<file path="config.mk">
export PLATFORM = sky130hd
export DESIGN_NAME = mpq_cmd_sched
export DESIGN_NICKNAME = d
export VERILOG_FILES = /design/src/rtl/mpq_pkg.sv /design/src/rtl/rr_arbiter.sv /design/src/rtl/mpq_cmd_sched.sv
export SDC_FILE = /design/constraint.sdc
export NUM_CORES = 1
export LEC_CHECK = 0
export BUFFER_PORTS_ARGS = -buffer_cell sky130_fd_sc_hd__buf_2
export CORE_MARGIN = 5
export CORE_UTILIZATION = 46
export DETAILED_ROUTE_END_ITERATION = 12
export PLACE_DENSITY_LB_ADDON = 0.15
export SYNTH_ARGS = -nofsm -noshare
export SYNTH_HDL_FRONTEND = slang
export SYNTH_SLANG_ARGS = --single-unit
</file>
<file path="constraint.sdc">
create_clock -name clk -period 5.4 [get_ports clk]
set_input_delay 0.27 -clock clk [delete_from_list [all_inputs] [get_ports clk]]
set_output_delay 0.27 -clock clk [all_outputs]
set_load 0.02 [all_outputs]
</file>
<file path="src/rtl/mpq_pkg.sv">
// Shared definitions for the MPQ command scheduler: opcodes, FSM states,
// command payload struct and the command legality check.
package mpq_pkg;

   localparam int unsigned CMD_W  = 3;
   localparam int unsigned IDX_W  = 8;
   localparam int unsigned VAL_W  = 8;
   localparam int unsigned SIZE_W = 8;

   typedef logic [CMD_W-1:0]  cmd_t;
   typedef logic [IDX_W-1:0]  idx_t;
   typedef logic [VAL_W-1:0]  val_t;
   typedef logic [SIZE_W-1:0] size_t;

   localparam cmd_t CMD_BUILD    = 3'd0;
   localparam cmd_t CMD_EXTRACT  = 3'd1;
   localparam cmd_t CMD_INCREASE = 3'd2;
   localparam cmd_t CMD_INSERT   = 3'd3;
   localparam cmd_t CMD_WRITE    = 3'd4;

   localparam size_t MPQ_MAX_SIZE = 8'd255;

   typedef enum logic [2:0] {
      ST_LOAD       = 3'd0,
      ST_IDLE       = 3'd1,
      ST_WAIT_START = 3'd2,
      ST_WAIT_END   = 3'd3,
      ST_HALT       = 3'd4
   } state_t;

   // Command payload as presented on the MPQ command port
   typedef struct packed {
      cmd_t cmd;
      idx_t index;
      val_t value;
   } mpq_cmd_t;

   // True when the command may be sent to an MPQ currently holding q elements
   function automatic logic cmd_legal(input cmd_t c, input idx_t i, input size_t q);
      logic ok;
      case (c)
         CMD_BUILD, CMD_WRITE: ok = 1'b1;
         CMD_EXTRACT:          ok = (q != '0);
         CMD_INCREASE:         ok = (i < q);
         CMD_INSERT:           ok = (q != MPQ_MAX_SIZE);
         default:              ok = 1'b0;
      endcase
      return ok;
   endfunction

endpackage

</file>
<file path="src/rtl/rr_arbiter.sv">
// Combinational round-robin arbiter: first set request at or after ptr,
// wrapping around.
//   req   : request vector
//   ptr   : highest-priority position
//   grant : one-hot winner (zero when no request)
//   valid : any request present
module rr_arbiter #(
   parameter  int unsigned N  = 4,
   localparam int unsigned PW = (N > 1) ? $clog2(N) : 1
) (
   input  logic [N-1:0]  req,
   input  logic [PW-1:0] ptr,
   output logic [N-1:0]  grant,
   output logic          valid
);

   logic [N-1:0] rot_req;
   logic [N-1:0] rot_gnt;
   logic         found;

   // Rotate so that position ptr lands on bit 0
   assign rot_req = N'({req, req} >> ptr);

   // Fixed-priority pick on the rotated vector
   always_comb begin
      rot_gnt = '0;
      found   = 1'b0;
      for (int i = 0; i < N; i++) begin
         if (!found && rot_req[i]) begin
            rot_gnt[i] = 1'b1;
            found      = 1'b1;
         end
      end
   end

   // Rotate the winner back into requester numbering
   assign grant = N'(({rot_gnt, rot_gnt} << ptr) >> N);
   assign valid = |req;

endmodule

</file>
<file path="src/rtl/mpq_cmd_sched.sv">
// Round-robin scheduler sharing one max-priority-queue engine among NREQ
// requesters. Tracks a shadow element count, rejects illegal commands before
// they reach the engine, and reports grant / completion / error per requester.
//   clk, rst        : clock, asynchronous active-low reset
//   req, req_*      : per-requester request level and command fields
//   gnt, ack, err   : per-requester one-cycle pulses
//   mpq_data_valid  : MPQ load strobe (counted while loading)
//   mpq_busy        : MPQ busy
//   mpq_done        : MPQ end-of-Write pulse
//   cmd_valid, cmd, index, value : MPQ command port
//   q_size          : shadow element count
//   halted          : sticky after Write completes
module mpq_cmd_sched
   import mpq_pkg::*;
#(
   parameter int unsigned NREQ    = 4,
   parameter int unsigned TIMEOUT = 1023
) (
   input  logic                    clk,
   input  logic                    rst,
   input  logic [NREQ-1:0]         req,
   input  logic [CMD_W*NREQ-1:0]   req_cmd,
   input  logic [IDX_W*NREQ-1:0]   req_index,
   input  logic [VAL_W*NREQ-1:0]   req_value,
   output logic [NREQ-1:0]         gnt,
   output logic [NREQ-1:0]         ack,
   output logic [NREQ-1:0]         err,
   input  logic                    mpq_data_valid,
   input  logic                    mpq_busy,
   input  logic                    mpq_done,
   output logic                    cmd_valid,
   output logic [CMD_W-1:0]        cmd,
   output logic [IDX_W-1:0]        index,
   output logic [VAL_W-1:0]        value,
   output logic [SIZE_W-1:0]       q_size,
   output logic                    halted
);

   localparam int unsigned PTR_W = (NREQ > 1) ? $clog2(NREQ) : 1;
   localparam int unsigned TMO_W = $clog2(TIMEOUT + 1);

   state_t            state, state_nxt;
   logic [PTR_W-1:0]  rr_ptr, rr_ptr_nxt;
   logic [NREQ-1:0]   owner, owner_nxt;
   logic [TMO_W-1:0]  tmo_cnt, tmo_nxt;
   logic              done_seen, done_seen_nxt;
   mpq_cmd_t          issued, issued_nxt;
   logic [SIZE_W-1:0] q_size_nxt;
   logic              halted_nxt;
   logic [NREQ-1:0]   gnt_nxt, ack_nxt, err_nxt;
   logic              cmd_valid_nxt;

   logic [NREQ-1:0]   req_eff;
   logic [NREQ-1:0]   win_oh;
   logic              win_valid;
   logic [PTR_W-1:0]  win_idx;
   mpq_cmd_t          win_cmd;
   logic              tmo_hit;

   // A requester sees its gnt one cycle late, so mask it to avoid a double grant
   assign req_eff = req & ~gnt;

   rr_arbiter #(.N(NREQ)) u_arb (
      .req   (req_eff),
      .ptr   (rr_ptr),
      .grant (win_oh),
      .valid (win_valid)
   );

   // Winner position and its command fields
   always_comb begin
      win_idx = '0;
      win_cmd = '0;
      for (int i = 0; i < NREQ; i++) begin
         if (win_oh[i]) begin
            win_idx       = PTR_W'(i);
            win_cmd.cmd   = req_cmd[CMD_W*i +: CMD_W];
            win_cmd.index = req_index[IDX_W*i +: IDX_W];
            win_cmd.value = req_value[VAL_W*i +: VAL_W];
         end
      end
   end

   assign tmo_hit = (tmo_cnt == TMO_W'(TIMEOUT - 1));

   assign cmd   = issued.cmd;
   assign index = issued.index;
   assign value = issued.value;

   // State and output registers
   always_ff @(posedge clk or negedge rst) begin
      if (!rst) begin
         state     <= ST_LOAD;
         rr_ptr    <= '0;
         owner     <= '0;
         tmo_cnt   <= '0;
         done_seen <= 1'b0;
         issued    <= '0;
         q_size    <= '0;
         halted    <= 1'b0;
         gnt       <= '0;
         ack       <= '0;
         err       <= '0;
         cmd_valid <= 1'b0;
      end else begin
         state     <= state_nxt;
         rr_ptr    <= rr_ptr_nxt;
         owner     <= owner_nxt;
         tmo_cnt   <= tmo_nxt;
         done_seen <= done_seen_nxt;
         issued    <= issued_nxt;
         q_size    <= q_size_nxt;
         halted    <= halted_nxt;
         gnt       <= gnt_nxt;
         ack       <= ack_nxt;
         err       <= err_nxt;
         cmd_valid <= cmd_valid_nxt;
      end
   end

   // Next-state and output decode
   always_comb begin
      state_nxt     = state;
      rr_ptr_nxt    = rr_ptr;
      owner_nxt     = owner;
      tmo_nxt       = tmo_cnt;
      done_seen_nxt = done_seen;
      issued_nxt    = issued;
      q_size_nxt    = q_size;
      halted_nxt    = halted;
      gnt_nxt       = '0;
      ack_nxt       = '0;
      err_nxt       = '0;
      cmd_valid_nxt = 1'b0;

      case (state)
         ST_LOAD: begin
            if (mpq_data_valid && (q_size != MPQ_MAX_SIZE)) begin
               q_size_nxt = q_size + SIZE_W'(1);
            end
            if (!mpq_busy) begin
               state_nxt = ST_IDLE;
            end
         end

         ST_IDLE: begin
            if (!mpq_busy && win_valid) begin
               gnt_nxt    = win_oh;
               rr_ptr_nxt = (win_idx == PTR_W'(NREQ - 1)) ? '0 : win_idx + PTR_W'(1);
               if (cmd_legal(win_cmd.cmd, win_cmd.index, q_size)) begin
                  issued_nxt    = win_cmd;
                  cmd_valid_nxt = 1'b1;
                  owner_nxt     = win_oh;
                  tmo_nxt       = '0;
                  done_seen_nxt = 1'b0;
                  state_nxt     = ST_WAIT_START;
               end else begin
                  err_nxt = win_oh;
               end
            end
         end

         // The MPQ samples the strobe a cycle late, so a busy rise is required
         ST_WAIT_START: begin
            if (mpq_done) begin
               done_seen_nxt = 1'b1;
            end
            if (mpq_busy) begin
               tmo_nxt   = '0;
               state_nxt = ST_WAIT_END;
            end else if (tmo_hit) begin
               err_nxt   = owner;
               state_nxt = ST_IDLE;
            end else begin
               tmo_nxt = tmo_cnt + TMO_W'(1);
            end
         end

         // Write completes only once done has been observed and busy is low
         ST_WAIT_END: begin
            if (mpq_done) begin
               done_seen_nxt = 1'b1;
            end
            if (!mpq_busy && ((issued.cmd != CMD_WRITE) || done_seen || mpq_done)) begin
               ack_nxt = owner;
               if (issued.cmd == CMD_WRITE) begin
                  halted_nxt = 1'b1;
                  state_nxt  = ST_HALT;
               end else begin
                  if (issued.cmd == CMD_INSERT) begin
                     q_size_nxt = q_size + SIZE_W'(1);
                  end else if (issued.cmd == CMD_EXTRACT) begin
                     q_size_nxt = q_size - SIZE_W'(1);
                  end
                  state_nxt = ST_IDLE;
               end
            end else if (tmo_hit) begin
               err_nxt   = owner;
               state_nxt = ST_IDLE;
            end else begin
               tmo_nxt = tmo_cnt + TMO_W'(1);
            end
         end

         ST_HALT: begin
            gnt_nxt = req_eff;
            err_nxt = req_eff;
         end

         default: begin
            state_nxt = ST_LOAD;
         end
      endcase
   end

endmodule

</file>
### Yosys cells after proc, flatten, opt, wreduce, memory -nomap -nowiden

Cells that the tools add are included.

* muxes and demuxes: 54
* shift-type cells: 2
* $add $sub $neg: 4
* reductions and logical operators: 28
* bitwise logic cells: 3
* order comparisons: 1
* equality and inequality tests: 24

Operator list (number)
* $mux W19: 4
* $mux W10: 5
* $mux W8: 5
* $mux W4: 8
* $pmux W10 S3: 1
* $mux W3: 7
* $pmux W4 S4: 1
* $pmux W8 S2: 1
* $eq A3 B2 Y1 const B: 5
* $mux W1: 15
* $pmux W3 S5: 1
* $ne A2 B2 Y1 const B: 7
* $reduce_and A4 Y1: 3
* $add A10 B1 Y10 const B: 1
* $eq A10 B10 Y1 const B: 1
* $eq A3 B1 Y1 const B: 3
* $eq A3 B3 Y1 const B: 3
* $add A8 B1 Y8 const B: 1
* $lt A8 B8 Y1: 1
* $ne A8 B8 Y1 const B: 1
* $pmux W4 S2: 1
* $reduce_bool A8 Y1: 1
* $shl A8 B2 Y8: 1
* $shr A8 B2 Y4: 1
* 22 further kinds: 38

* input port bits: 85
* bits in registers: 61
* output and inout port bits: 41
* word-level logic and storage cells: 130

### Longest topological paths before layout

Gate-level depths: netlist (run 1).

* word-level depth: 26
* depth in mapped cells: 19
* depth with buffers taken out: 16

### Hierarchy

Synthesis (run 1) repeated with hierarchy kept, for this count alone.

* cells, all modules: 445
* area total of the unflattened synthesis: 3941.3 um^2

Modules (own cells, without submodules)
* mpq_cmd_sched: instances 1, sequential area each 1526.5 um^2, cells an instance 427, area each 3827.4 um^2
* rr_arbiter: instances 1, sequential area each 0.0 um^2, cells an instance 18, area each 113.9 um^2

### Worst setup path after synthesis (run 1)

Ideal clock, no wire load.

* path kind: reg-to-reg
* from: register gnt[3]
* to: register issued, in the netlist index[0]
* data required time: 5.275 ns
* clock period less this slack: 3.774 ns
* setup slack: 1.626 ns
* stages on the path, launching flop included: 20
* arrival: 3.649 ns
* path through: dfrtp_1 > nand2b_1 > buf_4 > a21oi_1 > o22ai_1 > nand2b_1 > clkbuf_1 > nand2_1 > a21oi_1 > o21ai_0 > ha_1 > a21o_1 > a21o_1 > a21oi_1 > o21ai_0 > a2111oi_4 > a211oi_4 > nor2_8 > buf_6 > mux2_4

RTL lines
* start: declaration: line mpq_cmd_sched.sv:25 `output logic [NREQ-1:0] gnt,`
* start signal: assignment: line mpq_cmd_sched.sv:114 `gnt <= gnt_nxt;`
* end signal: assignment: line mpq_cmd_sched.sv:111 `issued <= issued_nxt;`
* end: declaration: line mpq_cmd_sched.sv:47 `mpq_cmd_t issued, issued_nxt;`

==> flow_metrics.tcl, run 1 <==
set metrics [dict create \
    row_count 33 \
    timing.hold.ws_ns 0.0955 \
    dp_hpwl_mm 8.51 \
    synth-edff-count 0 \
    cts_buffers 9 \
    yosysMostFrequentCell "dfrtp_1" \
    first_global_vias 3613 \
    initial_core_util_pct 47.3 \
    grt_use_met3_pct 4.44 \
    drive_gt1_share_pct 35.1 \
    antenna_found_initial 0 \
    postSynthCellCount 399 \
    seqCellArea_um2 1530 \
    setup.worst_path.end_class "flip-flop" \
    finalSetupViolCount 0 \
    synth-seq-cells 61 \
    clkLatencyLatePin_ns 0.34 \
    clock.fmax_mhz 220 \
    place_congestion 0.899 \
    grt_usage_pct 22.0 \
    async_reset_ff_share_pct 100 \
    status "finished clean" \
    wl_per_cell_um 18.1 \
    synthFlopType "dfrtp_1" \
    max-slew-margin-rel_pct 45.9 \
    worstPathRequired_ns 5.62 \
    start_kind "flip-flop" \
    clock_sinks 61 \
    yosysUniqueCellTypes 65 \
    via_per_inst 5.74 \
    cts_resized 0 \
    period_share_pct 84.3 \
    hold_path.class "in2async" \
    clock_skew_ns 0.0120 \
    yosys_warnings 0 \
    dr.pass1.iters 6 \
    fin_crit_ns 4.55 \
    cts-root-buf "clkbuf_8" \
    syn_avg_cell_area_um2 9.79 \
    design_area_um2 4780 \
    power_density_nw_per_um2 229 \
    die_y_um 102 \
    diodes 0 \
    met2_usage_pct 34.7 \
    path_max_fanout 25 \
    cap_viol_max_count 0 \
    htreeDepth 3 \
    cts_tree "built" \
    postCtsSetupBuffers 0 \
    yosysTopAreaCell "dfrtp_1" \
    grt_max_degree 62 \
    cts.path.max_buffers 2 \
    grt_setup_unrepaired "false" \
    gr-total-overflow 0 \
    busiest_layer "met2" \
    drt_iter0_drc 218 \
    place_area_um2 4570 \
    yosysSeqAreaShare_pct 39.1 \
    clk_pin_slew_ns 0.08 \
    tightestPinTransition_ns 0.810 \
    synth_common_cells "dfrtp_1, nand2_1, nor2_1, o21ai_0" \
    layout.nets 614 \
    syn-num-nets 496 \
    drt-total-wl_mm 11.3 \
    drc_errors 0 \
    area_delta_synth_final_pct 22.4 \
    grt_pass1_wl_mm 18.2 \
    fill_cells 767 \
    ant_nets 0 \
    slew_viol_final 0 \
    syn_area_um2 3900 \
    p_leak_nw 2.34 \
    multi_input_area_um2 2200 \
    grtUsageMet1_pct 31.2 \
    design_power_total_mw 1.10 \
    peakVddDrop_v 0.0000992 \
    arrival_ns 4.77 \
    ios 126 \
    place_ws_ns 0.897 \
    hold_viol 0 \
    io_buffers 125 \
    die_area_um2 10400 \
    synth_top_area_share_pct 39.1 \
    ctsHoldBuffers 0 \
    critical_path_class "reg2reg" \
    die_x_um 102 \
    ys_top_cells_by_area "dfrtp_1, mux2_4, nand2_1" \
    tns_ns 0 \
    core_area_um2 8260 \
    dr_total_vias 3599 \
    finalWorstSetupSlack_ns 0.847 \
]
[final timing paths]
kind	startpoint	end	slack, ns	depth (start not counted)
setup / recovery	gnt[3]	value[0]	0.85	16
hold reg to reg	halted	halted	0.46	1
hold / removal	rst	tmo_cnt[6]	0.1	2
setup reg to reg	gnt[3]	value[0]	0.85	16
max in group asynchronous	rst	index[1]	4.80	2
min in group clk	mpq_done	done_seen	0.19	3
[kinds of logic (layout without fill, tap and decap cells)]
kind of cell             Yosys count  after routing  share of synthesized area [%]
XOR/XNOR                           8              8                           1.79
AO/OA/AOI/OAI                    108            108                           22.0
multiplexers                      25             25                           8.84
buffers and inverters             36            159                           4.74
adder cells (fa/ha/maj)           12             12                           3.84
flip-flops                        61             61                           39.1
AND/OR/NAND/NOR                  149            149                           19.7
[layout make-up]
type                    instances  area share [%]
clock inverters                 6            1.44
clock buffers                  10            2.88
inverters                      12           0.943
multi-input cells             302            46.0
flip-flops and latches         61            31.9
well taps                     105            2.75
repair buffers                131            14.0
[layer usage]
layer | vias to the layer above | part of all wire (%)
li1 | 1714 | -
met4 | 0 | 1.2
met3 | 16 | 5.3
met1 | 1746 | 46
met5 | - | 0
met2 | 123 | 48
[worst max-delay path, stage by stage (launching register included)]
cell	delay [ns]
dfrtp_1	0.37
nand2b_1	0.36
a21boi_0	0.19
nor2_1	0.31
nor2_1	0.09
nor2_1	0.39
a21oi_1	0.12
o21ai_0	0.34
ha_1	0.32
a21o_1	0.17
a21o_1	0.17
a21oi_1	0.12
o21ai_0	0.14
a2111oi_4	0.34
a211oi_4	0.12
nor2_8	0.48
mux2_1	0.38
[per-stage QoR]
step | util (%) | cells
2_1_floorplan | - | 399
3_3_place_gp | 55.4 | 611
3_5_place_dp | 55.4 | 611
4_1_cts | 57.9 | 627
5_1_grt | 57.9 | 627
6_report | 57.9 | 627
[flip-flops by register name, summed over array words and instances, names as in the netlist]
| name | count |
|---|---|
| ack | 4 |
| owner | 4 |
| gnt | 4 |
| rr_ptr | 2 |
| done_seen | 1 |
| cmd_valid | 1 |
| index | 8 |
| halted | 1 |
| state | 3 |
| value | 8 |
| err | 4 |
| tmo_cnt | 10 |
| q_size | 8 |
| cmd | 3 |
[power by group]
part / switching, mW / internal [mW] / total [mW]
Sequential: 0.00178 / 0.460 / 0.462
Combinational: 0.120 / 0.0813 / 0.201
Clock: 0.204 / 0.229 / 0.433
[cells in the final DEF, fill, tap and decap left out, types with 12 or more instances in the layout]
master / synthesis / final
buf_2: 4 / 125
ha_1: 12 / 12
nand2_1: 54 / 54
o21ai_0: 19 / 19
dfrtp_1: 61 / 61
a21oi_1: 15 / 15
nand3_1: 17 / 17
nor2_1: 25 / 25
mux2_4: 17 / 17
inv_1: 12 / 12
No activity file was read; power rests on OpenSTA's default activity.
==> run 2, diff against run 1 <==
clock period = 4.05 ns   (was 5.4 ns; I/O delays follow)
==> run 2 against run 1 <==
Compared with the run above: the run now ends with negative hold slack left; sequential share of layout area fell by 1.1 points; clock power up 41%; global-route usage is 0.058 points lower; critical path depth rose by 1; wire length fell by 0.17%; largest cell class unchanged.
==> flow_metrics.tcl, run 2 (same netlist as run 1, synthesis figures left out) <==
set metrics [dict create \
    status "finished with violations" \
    violations "negative hold slack" \
    p_leak_nw 2.42 \
    via_per_inst 5.70 \
    area_delta_synth_final_pct 27.1 \
    ios 126 \
    final_cell_mix "buf_2, dfrtp_1, nand2_1, nor2_1" \
    fin_util_pct 60.1 \
    first_global_vias 3680 \
    ctsHoldBuffers 0 \
    power_density_nw_per_um2 305 \
    grt_pass1_wl_mm 18.1 \
    arrival_ns 4.08 \
    place_congestion 0.910 \
    cap_viol_max_count 0 \
    clkLatencyLatePin_ns 0.35 \
    fill_cells 765 \
    cts-root-buf "clkbuf_8" \
    clock_skew_ns 0.00713 \
    wl_per_cell_um 17.6 \
    drt_iter0_drc 209 \
    dr.pass1.iters 5 \
    finalWorstSetupSlack_ns 0.199 \
    fin_cells 642 \
    tightestPinTransition_ns 0.801 \
    slew_viol_final 0 \
    path_buf_inv 1 \
    initial_core_util_pct 47.3 \
    clock.fmax_mhz 260 \
    largest_reg_flops 10 \
    hold_path.class "in2async" \
    drive_gt1_share_pct 38.4 \
    placed_cells 622 \
    period_share_pct 95.1 \
    crit_top_cell "a21oi_1" \
    timing.hold.ws_ns -0.00873 \
    cp_slowest_cell "a2111oi_4" \
    finalSetupViolCount 0 \
    critPathMaxStageDelay_ns 0.41 \
    die_y_um 102 \
    ant_nets 0 \
    cts_tree "built" \
    peakVddDrop_v 0.000136 \
    clock_sinks 61 \
    critPathTopFamily "compound AO/OA/AOI/OAI gates" \
    row_count 33 \
    drc_errors 0 \
    dp_hpwl_mm 8.64 \
    max-slew-margin-rel_pct 46.1 \
    start_kind "flip-flop" \
    htreeDepth 3 \
    antenna_found_initial 0 \
    seqCellArea_um2 1530 \
    clk_pin_slew_ns 0.08 \
    worstPathRequired_ns 4.28 \
    path_max_fanout 15 \
    layout.nets 629 \
    diodes 0 \
    startpoint "gnt[2]" \
    drt-total-wl_mm 11.3 \
    layout_commonest_cell "buf_2" \
    gr-total-overflow 0 \
    worstPathCellList "nand2b_1, a22oi_1, a21oi_1, nor2_1, nor2_2, a21oi_1, o21ai_1, ha_1, a21o_1, a21o_1, a21oi_1, o21ai_0, a2111oi_4, a211oi_4, nor2_8, buf_12, mux2_1" \
    grt_max_degree 62 \
    hold_viol 3 \
    die_x_um 102 \
    place_ws_ns 0.0442 \
    io_buffers 125 \
    core_area_um2 8260 \
    largest_register "tmo_cnt" \
    setup.worst_path.end_class "flip-flop" \
    cts_buffers 9 \
    r2r-start "gnt[2]" \
    multi_input_area_um2 2240 \
    cts.path.max_buffers 2 \
    dr_total_vias 3658 \
    grt_usage_pct 22.0 \
    critical_path_class "reg2reg" \
    die_area_um2 10400 \
    fin_crit_ns 3.85 \
]
run 2: cell types whose count changed in the layout (fill, tap and decap cells not counted), moves of 2 or more:
cell / delta
o21ai_0: -5
dfrtp_2: +2
nand2b_1: -2
nand2b_4: +2
buf_12: +2
a21oi_1: -2
buf_4: +11
a21oi_2: +2
o21ai_1: +5
dfrtp_1: -2
run 2: routing by layer:
layer  GRT usage, %  share of wire (%)
met5              0                  0
met1           30.7                 43
met3           4.64                7.8
met2           33.5                 47
met4           8.48                2.2
run 2: path summary, 6_finish.rpt:
kind                              endpoint  slack, ns  cells after the start
worst max-delay path              value[1]       0.20                     17
worst min-delay path            tmo_cnt[8]     -0.009                      2
worst max register to register    value[1]       0.20                     17
worst min register to register      halted       0.47                      1
max in group asynchronous        rr_ptr[1]       3.49                      2
min in group clk                 done_seen       0.11                      3
run 2: layout make-up:
class / count / share of cell area (%)
repair buffers: 145 / 16.1
flip-flops and latches: 61 / 30.8
inverters: 12 / 0.907
multi-input cells: 303 / 45.1
well taps: 105 / 2.65
clock inverters: 7 / 1.97
clock buffers: 9 / 2.50
run 2: where the power goes:
part / switching, mW / internal [mW] / leakage (nW)
Sequential: 0.00257 / 0.614 / 0.816
Clock: 0.262 / 0.348 / 0.106
Combinational: 0.167 / 0.121 / 1.50
Total: 0.432 / 1.08 / 2.42
run 2: what timing repair did:
action / 4_1_cts / 5_1_grt
endpoints found under the setup margin: 0 / 37
buffers inserted: 0 / 3
gates resized for setup: 0 / 16
run 2: through the flow:
| stage | setup TNS, ns | area, µm² | power [mW] | hold slack, ns |
|---|---|---|---|---|
| 4_1_cts | 0 | 4900 | 1.51 | 0.0409 |
| 6_report | 0 | 4960 | 1.51 | -0.00873 |
| 2_1_floorplan | 0 | 3910 | 0.792 | -0.0931 |
| 3_5_place_dp | 0 | 4680 | 0.905 | 0.415 |
| 3_3_place_gp | 0 | 4680 | 0.899 | 0.416 |
| 5_1_grt | -0.116 | 4960 | 1.58 | 0.0840 |
==> run 3, diff against run 2 <==
CORE_UTILIZATION = 48   (was 46)
CTS_BUF_LIST = sky130_fd_sc_hd__clkbuf_4 sky130_fd_sc_hd__clkbuf_8   (was not set)
==> run 3 against run 2 <==
Compared with the run above: largest power group unchanged; global-route usage rose by 1.0 points; setup slack got worse by 0.025 ns; largest cell class unchanged; the flow now finishes without violations; register-to-register slack got worse by 0.02 ns; combinational power barely moved.
==> flow_metrics.tcl, run 3 (same netlist as run 1, synthesis figures left out) <==
set metrics [dict create \
    swShare_pct 29.4 \
    status "finished clean" \
    ios 126 \
    htreeDepth 3 \
    worstPathCellList "nand2b_1, a21oi_1, o22ai_1, nand2b_1, buf_4, o221ai_1, o21ai_1, ha_1, a21o_1, a21o_1, a21oi_1, o21ai_0, a2111oi_4, a211oi_4, nor2_8, buf_12, mux2_1" \
    critical_path_class "reg2reg" \
    drt-total-wl_mm 11.4 \
    power_switching_mw 0.419 \
    path_max_fanout 12 \
    io_buffers 125 \
    clk_pin_slew_ns 0.07 \
    max-slew-margin-rel_pct 47.2 \
    first_global_vias 3800 \
    largest_register "tmo_cnt" \
    intPower_mw 1.00 \
    clock.fmax_mhz 258 \
    power_frac_seq_pct 43.3 \
    initial_core_util_pct 50.0 \
    postCtsSetupBuffers 0 \
    layout_commonest_cell "buf_2" \
    arrival_ns 4.09 \
    grt_usage_pct 23.0 \
    via_per_inst 5.85 \
    dr.pass1.iters 7 \
    clkLatencyLatePin_ns 0.34 \
    cts_buffers 9 \
    fin_crit_ns 3.88 \
    grt_setup_unrepaired "false" \
    critPathMaxStageDelay_ns 0.40 \
    tns_ns 0 \
    finalSetupViolCount 0 \
    combinationalPowerShare_pct 20.2 \
    pwr-share-clk_pct 36.5 \
    start_kind "flip-flop" \
    antenna_found_initial 0 \
    wl_per_cell_um 17.8 \
    die_x_um 100 \
    dr_total_vias 3741 \
    clock_sinks 61 \
    grt_pass1_wl_mm 18.5 \
    clock_skew_ns 0.00643 \
    gr-total-overflow 0 \
    drive_gt1_share_pct 37.4 \
    period_share_pct 95.7 \
    tightestPinTransition_ns 0.792 \
    diodes 0 \
    final_cell_mix "buf_2, dfrtp_1, nand2_1, nor2_1, buf_4" \
    drc_errors 0 \
    area_delta_synth_final_pct 25.8 \
    p_leak_nw 2.41 \
    cts_resized 0 \
    row_count 32 \
    cts_tree "built" \
    layout.nets 631 \
    grt_max_degree 62 \
    peakVddDrop_v 0.000168 \
    power_density_nw_per_um2 290 \
    die_y_um 100 \
    worstPathRequired_ns 4.27 \
    drt_iter0_drc 160 \
    cts.path.max_buffers 2 \
    design_power_total_mw 1.42 \
    hold_viol 0 \
    slew_viol_final 0 \
    ant_nets 0 \
    cap_viol_max_count 0 \
    core_area_um2 7810 \
    cts-root-buf "clkbuf_8" \
    ctsHoldBuffers 0 \
    dp_hpwl_mm 8.77 \
    hold_path.class "in2async" \
    die_area_um2 10000 \
    setup.worst_path.end_class "flip-flop" \
    place_congestion 0.944 \
    cp_slowest_cell "dfrtp_1" \
    largest_reg_flops 10 \
]
-- run 3: routing by layer --
metal / up-vias / global-route usage, % / wire (µm)
met4: 0 / 7.46 / 249
met2: 176 / 36.9 / 5430
met1: 1799 / 30.4 / 4920
met3: 24 / 5.98 / 821
li1: 1742 / - / -
met5: - / 0 / 0
-- run 3: area by class of cell --
class	count	area, µm²
Clock buffer	12	165
Multi-Input combinational cell	302	2200
Tap cell	102	128
Inverter	12	45.0
Fill cell	680	2900
Clock inverter	3	20.0
Timing Repair Buffer	148	823
Sequential cell	61	1530
-- run 3: final timing paths --
path | from | to | slack (ns) | cells after the start
worst max-delay path | gnt[3] | value[1] | 0.17 | 17
worst min-delay path | rst | tmo_cnt[7] | 0.02 | 2
worst max register to register | gnt[3] | value[1] | 0.17 | 17
worst min register to register | halted | halted | 0.46 | 1
max in group asynchronous | rst | value[3] | 3.50 | 2
min in group clk | mpq_done | done_seen | 0.10 | 3
-- run 3: worst max-delay path, delay by kind of cell (launching register included) --
| family | cells | cell delay (ns) |
|---|---|---|
| buffers and inverters | 2 | 0.33 |
| adder cells (fa/ha/maj) | 1 | 0.30 |
| multiplexers | 1 | 0.33 |
| AO/OA/AOI/OAI | 10 | 1.82 |
| flip-flops | 1 | 0.40 |
| AND/OR/NAND/NOR | 3 | 0.55 |
-- run 3: power groups by stage --
stage	Sequential, mW	Clock (mW)	Combinational [mW]
6_report	0.617	0.520	0.287
5_1_grt	0.617	0.554	0.312
3_5_place_dp	0.628	0	0.283
2_1_floorplan	0.636	0	0.157
3_3_place_gp	0.628	0	0.278
4_1_cts	0.617	0.526	0.284
-- run 3: stage by stage --
stage	util, %	setup WS, ns	instances	instance area (µm²)	hold WS [ns]
floorplan	-	0.276	399	3910	-0.0931
global placement	60.5	0.141	625	4720	0.416
detailed placement	60.5	0.0576	625	4720	0.419
CTS	62.8	0.0388	640	4910	0.0548
global route	62.9	0.0205	640	4910	0.108
finish	62.9	0.175	640	4910	0.0211
